File: src/rtl/fsm6_step_ctrl.sv
// fsm6_step_ctrl
//   Six-state symbol-stepping controller. Each accepted step moves the state
//   machine along the w=0 or w=1 arc. A configuration master can force any
//   legal state with a load. The block also counts how many times the machine
//   enters the z region (E or F).
//
// Ports
//   clk         rising-edge clock
//   resetn      asynchronous, active-low reset
//   in_valid    requester presents a step symbol on w
//   w           step symbol, sampled only on an accepted step
//   in_ready    a step can be accepted this cycle (low while load is asserted)
//   load        force-state request; has priority over a step
//   load_state  target state code for load (110/111 are illegal)
//   clr_count   synchronous clear of z_count
//   state       current registered state code
//   z           high in states E and F
//   z_count     saturating count of entries into {E,F}
//   err         one-cycle pulse following an illegal load
//
// state | meaning
// ------+------------------------------------------
// A 000 | idle / reset state
// B 001 | one w=0 seen from A
// C 010 | two zeros (or F re-entered on w=0)
// D 011 | w=1 branch
// E 100 | z region, reached from C or held on w=0
// F 101 | z region, reached from D on w=0

module fsm6_step_ctrl (
   input  logic       clk,
   input  logic       resetn,
   input  logic       in_valid,
   input  logic       w,
   output logic       in_ready,
   input  logic       load,
   input  logic [2:0] load_state,
   input  logic       clr_count,
   output logic [2:0] state,
   output logic       z,
   output logic [7:0] z_count,
   output logic       err
);

   typedef enum logic [2:0] {
      ST_A = 3'b000,
      ST_B = 3'b001,
      ST_C = 3'b010,
      ST_D = 3'b011,
      ST_E = 3'b100,
      ST_F = 3'b101
   } state_t;

   state_t     state_q;
   state_t     state_nxt;
   logic       err_nxt;
   logic       z_entry;
   logic [7:0] z_count_q;
   logic       err_q;

   function automatic logic in_z_region(input state_t s);
      return (s == ST_E) || (s == ST_F);
   endfunction

   assign in_ready = ~load;

   always_comb begin
      state_nxt = state_q;
      err_nxt   = 1'b0;
      if (load) begin
         if (load_state <= 3'b101) begin
            state_nxt = state_t'(load_state);
         end else begin
            state_nxt = ST_A;
            err_nxt   = 1'b1;
         end
      end else if (in_valid) begin
         case (state_q)
            ST_A:    state_nxt = w ? ST_A : ST_B;
            ST_B:    state_nxt = w ? ST_D : ST_C;
            ST_C:    state_nxt = w ? ST_D : ST_E;
            ST_D:    state_nxt = w ? ST_A : ST_F;
            ST_E:    state_nxt = w ? ST_D : ST_E;
            ST_F:    state_nxt = w ? ST_D : ST_C;
            default: state_nxt = ST_A;
         endcase
      end
   end

   // Only crossings from {A..D} into {E,F} count. Moves inside the region
   // (E->E, E->F, F->E) do not.
   assign z_entry = ~in_z_region(state_q) & in_z_region(state_nxt);

   always_ff @(posedge clk or negedge resetn) begin
      if (!resetn) begin
         state_q   <= ST_A;
         err_q     <= 1'b0;
         z_count_q <= 8'd0;
      end else begin
         state_q <= state_nxt;
         err_q   <= err_nxt;
         if (clr_count)
            z_count_q <= 8'd0;
         else if (z_entry && (z_count_q != 8'hFF))
            z_count_q <= z_count_q + 8'd1;
      end
   end

   assign state   = state_q;
   assign z       = in_z_region(state_q);
   assign z_count = z_count_q;
   assign err     = err_q;

endmodule

File: config.mk
export PLATFORM = sky130hd
export DESIGN_NAME = fsm6_step_ctrl
export DESIGN_NICKNAME = d
export VERILOG_FILES = /design/src/rtl/fsm6_step_ctrl.sv
export SDC_FILE = /design/constraint.sdc
export NUM_CORES = 1
export LEC_CHECK = 0
export ABC_AREA = 1
export CAP_MARGIN = 30
export CORE_MARGIN = 3
export CORE_UTILIZATION = 30
export DETAILED_ROUTE_END_ITERATION = 10
export SLEW_MARGIN = 0
export SYNTH_ARGS = -nofsm -noshare
export SYNTH_HDL_FRONTEND = slang
export SYNTH_SLANG_ARGS = --single-unit
File: constraint.sdc
create_clock -name clk -period 1.8 [get_ports clk]
set_input_delay 0.18 -clock clk [delete_from_list [all_inputs] [get_ports clk]]
set_output_delay 0.18 -clock clk [all_outputs]
set_load 0.005 [all_outputs]
# Yosys cells after proc, flatten, opt, wreduce, memory -nomap -nowiden
# Cells that the tools add are included.
[totals]
regBits = 12
in_bits = 9
output_inout_bits = 14
elab_cells = 35
[op_classes]
add_sub_neg = 1
magnitude_cmp = 1
eq_ne = 8
mux = 12
n_bitwise = 3
n_reduce_logical = 7
[op_table]
columns = ["operator", "count"]
rows = [
  ["8-bit two-way mux", 2],
  ["3-bit two-way mux", 5],
  ["3-bit equality test, second input constant", 4],
  ["3-bit one-hot mux with 4 select lines", 1],
  ["8-bit by 1-bit adder with 8-bit output, second input constant", 1],
  ["8-bit inequality test, second input constant", 1],
  ["3-bit by 2-bit equality test with 1-bit output, second input constant", 2],
  ["1-bit two-way mux", 4],
  ["2-bit OR reduction", 2],
  ["3-bit by 1-bit equality test with 1-bit output, second input constant", 1],
  ["3-bit <= comparator, second input constant", 1],
  ["3-bit logical NOT", 1],
  ["1-bit logical OR", 2],
  ["1-bit inverter", 2],
  ["2-bit nonzero test", 1],
  ["1-bit bitwise AND", 1],
  ["1-bit logical AND", 1],
]

# Logic depth before layout (Yosys ltp)
# Gate-level depths: netlist of the first run.
[logic_depth]
ltp_word = 11
mapped_depth = 10

# Worst setup path before layout of the first run
# OpenSTA, ideal clock, no wires.
[synth_path]
path_type = "reg2reg"
start = "register z_count_q[0] (netlist: z_count[0])"
end = "register z_count_q[2] (netlist: z_count[2])"
setup_ns = 0.118
arrival_time_ns = 1.284
required_time_ns = 1.682
path_slack_ns = 0.399
path_stages_with_launch = 10
path_buffers = 0
synth_period_minus_slack_ns = 1.401
cell_sequence = "dfrtp_1 ha_1 nand2_1 inv_1 nand3_1 nand2_4 nor2_8 nand2_4 nand3_1 nand2_1"
[synth_via]
elab_chain_cells = 3
elab_cells_between_ends = 6
cone_classes = "add/sub: 1; eq/ne: 1; mux: 2; reduce/logical: 2"
[synth_lines]
columns = ["item", "line", "text"]
rows = [
  ["start: declaration", "58", "logic [7:0] z_count_q;"],
  ["start signal: assignment", "105", "z_count_q <= z_count_q + 8'd1;"],
  ["8-bit by 1-bit adder with 8-bit output or 8-bit inequality test (tied branches)", "105, 104", ""],
  ["8-bit two-way mux or 1-bit logical AND (tied branches)", "104", "else if (z_entry && (z_count_q != 8'hFF))"],
  ["8-bit two-way mux or 2-bit nonzero test (tied branches)", "n/a", ""],
]
# Parallel ways exist; a longest one is shown, timed or not. The select of a mux whose other input is x is not followed.
# A chain may end at the register's enable or synchronous reset.

# Worst setup path after layout of the first run
[layout_path]
start = "register state_q[1] (netlist: state[1])"
end = "output z"
[layout_via]
elab_chain_cells = 2
elab_cells_between_ends = 3
cone_classes = "eq/ne: 2; reduce/logical: 1"
[layout_lines]
columns = ["item", "line", "text"]
rows = [
  ["start: declaration", "54", "state_t state_q;"],
  ["start signal: assignment", "100", "state_q <= state_nxt;"],
  ["3-bit equality test", "62", "return (s == ST_E) || (s == ST_F);"],
  ["1-bit logical OR *", "62", ""],
  ["end: declaration", "40", "output logic z,"],
]
# Every way passes the cells marked *; elsewhere a longest branch is shown, timed or not.

==> results of run 1 <==
-- state kept, by name, summed over array words and instances (netlist names) --
name,count
state,3
err,1
z_count,8
-- placed cells by master (no fill, tap or decap) --
cell             synthesis  routed
dfrtp_1                 12      11
o22ai_1                  1       1
dfrtp_2                  0       1
inv_2                    2       2
nor2_8                   1       1
clkdlybuf4s50_1          0      22
nand3_1                 15      15
xor2_1                   3       3
o21ai_0                  3       3
nor2_2                   1       1
nor2_1                   8       8
clkbuf_4                 0       3
nand2_2                  2       2
buf_4                    0       1
o21ai_2                  1       1
nand4_1                  8       8
a21oi_1                  1       1
inv_1                   15      15
xnor2_1                  2       2
clkbuf_8                 0       1
nand2_4                  4       4
ha_1                     1       1
nand2_1                 29      29
-- power by group --
group	total (mW)	internal [mW]	switching, mW
logic	0.185	0.0838	0.101
registers	0.299	0.282	0.0167
clock network	0.216	0.123	0.0925
total	0.699	0.489	0.211
-- cell families after synthesis --
logic type	Yosys count	share of synthesized area (%)
AND/OR/NAND/NOR	68	43.0
XOR/XNOR	5	5.42
AO/OA/AOI/OAI	6	4.33
flip-flops	12	37.2
buffers and inverters	18	8.51
adder cells (fa/ha/maj)	1	1.55
-- through the flow --
stage,power [mW],cells
after global placement,0.483,161
after floorplan,0.407,110
after CTS,0.703,165
final,0.699,166
after global routing,0.740,166
after detailed placement,0.486,161
-- area by class of cell --
cell class,count,area (sq um)
Tap cell,30,37.5
Clock buffer,4,36.3
Sequential cell,12,302
Fill cell,268,1420
Timing Repair Buffer,23,228
Inverter,17,63.8
Multi-Input combinational cell,80,439
-- metal layers --
layer | up-vias | part of all wire, % | track usage, %
li1 | 406 | - | -
met1 | 352 | 47 | 15.5
met2 | 31 | 43 | 18.1
met3 | 5 | 7.9 | 3.12
met4 | 0 | 1.8 | 6.29
met5 | - | 0 | 0
-- worst paths after layout --
kind	start	to	slack, ns	cells past startpoint
worst max-delay path	state[1]	z	0.07	4
worst min-delay path	resetn	z_count[0]	0.25	1
worst max register to register	z_count[0]	z_count[3]	0.26	9
worst min register to register	z_count[1]	z_count[1]	0.57	2
max in group asynchronous	resetn	state[1]	1.16	1
min in group clk	load_state[0]	state[0]	0.47	3
-- what timing repair did --
| item | CTS | global route |
|---|---|---|
| setup endpoints to repair | 0 | 1 |
| setup buffers | 0 | 1 |
| hold buffers | 0 | 0 |
| gates resized for setup | 0 | 1 |
==> results.toml, run 1 <==
[place]
io_buffers = 22
post-place-ws_ns = 0.219
hpwl_um = 1380
place_congestion = 0.880
placed_cell_area_sq_um = 1060

[clock_network]
cts_root_buf = "clkbuf_4"
cts_tree = "built"
path_clk_slew_ns = 0.08
clock_sinks = 12
clock_path_buffers = 2
h-tree-depth = 1
numCtsBuffers = 3
clkLatencyLatePin_ns = 0.28

[route]
remaining_drc_errors = 0
wl_um = 1810
viasPerCell = 4.78
wl_per_cell_um = 10.9
first_pass_iters = 4
drtAntennaViolNets = 0
num_vias = 794
first_iter_violations = 10

[setup_path]
cp_num_buf_inv = 1
critPathTopFamily = "buffers and inverters"
arrival_ns = 1.55
cp_cell_sequence = "nor2_2 > nand2_2 > o21ai_2 > clkdlybuf4s50_1"
max_stage_delay_ns = 0.52
crit_required_ns = 1.62
cp-start-kind = "register"
critical_path_class = "register to output port"
crit_slowest_cell = "clkdlybuf4s50_1"
end_kind = "output port"
critPathMaxFanout = 5

[synthesis]
synth_common_cells = "nand2_1 (29), inv_1 (15), nand3_1 (15), dfrtp_1 (12)"
ys_ff_latch = 12
synth_flop_cell = "dfrtp_1"
synthesis.nets = 120
synth_most_common_cell = "nand2_1"
ys_seq_area_share_pct = 37.2
synth_top_area_share_pct = 37.2
synth_cells = 110
async_reset_ff_share_pct = 100
yosysTopAreaCell = "dfrtp_1"
synth_area_per_cell_sq_um = 7.35
ys_types = 19
netlist_area_sq_um = 808
yosysWarnings = 0
synth_edf_count = 0
synth_area_leaders = "dfrtp_1 (37%), nand2_1 (13%), nand3_1 (9.3%), inv_1 (7.0%), nand4_1 (6.2%)"

[timing]
slew_viol_final = 0
fin_crit_ns = 1.73
slew_headroom_pct = 63.8
hold_viol = 0
finalCritPeriodShare_pct = 95.9
finalSetupTns_ns = 0
tightestPinTransition_ns = 0.541
setup_ws_ns = 0.0742
clock_skew_ns = 0.00469
rsz0062_at_grt = "no"
timing.fmax_mhz = 579
setup_viol = 0
whs_ns = 0.250

[cells_and_area]
final_area_sq_um = 1110
fin_util_pct = 43.8
synthToLayoutAreaGrowth_pct = 36.8
diodes = 0
drive_gt1_share_pct = 12.5
fin_nets = 147

[pwr]
ir_worst_vdd_uv = 353
leakage_nw = 0.580
power.density_nw_per_um2 = 632

[global_route]
overflow = 0
grt_max_degree = 17
grt_antenna_before_repair = 0
grt.total_usage_pct = 11.9
grt_pass1_wl_um = 3060
grt_pass1_vias = 727

[floorplan]
fp.dieH_um = 57.9
core-area_sq_um = 2520
rows = 18
io_pins = 23
dieArea_sq_um = 3350
dieWidth_um = 57.9
start_util_pct = 32.0

[run]
maxCapViolCount = 0

[min_path]
hold_class = "input port to async pin"

[outcome]
status = "finished clean"
Note: power is estimated with default switching activity, not from simulation.
==> inputs of run 2 (changes only) <==
Settings changed: CAP_MARGIN 30 to 20.
==> results of run 2 <==
Final layout, timing and power as in run 1 (identical DEF).
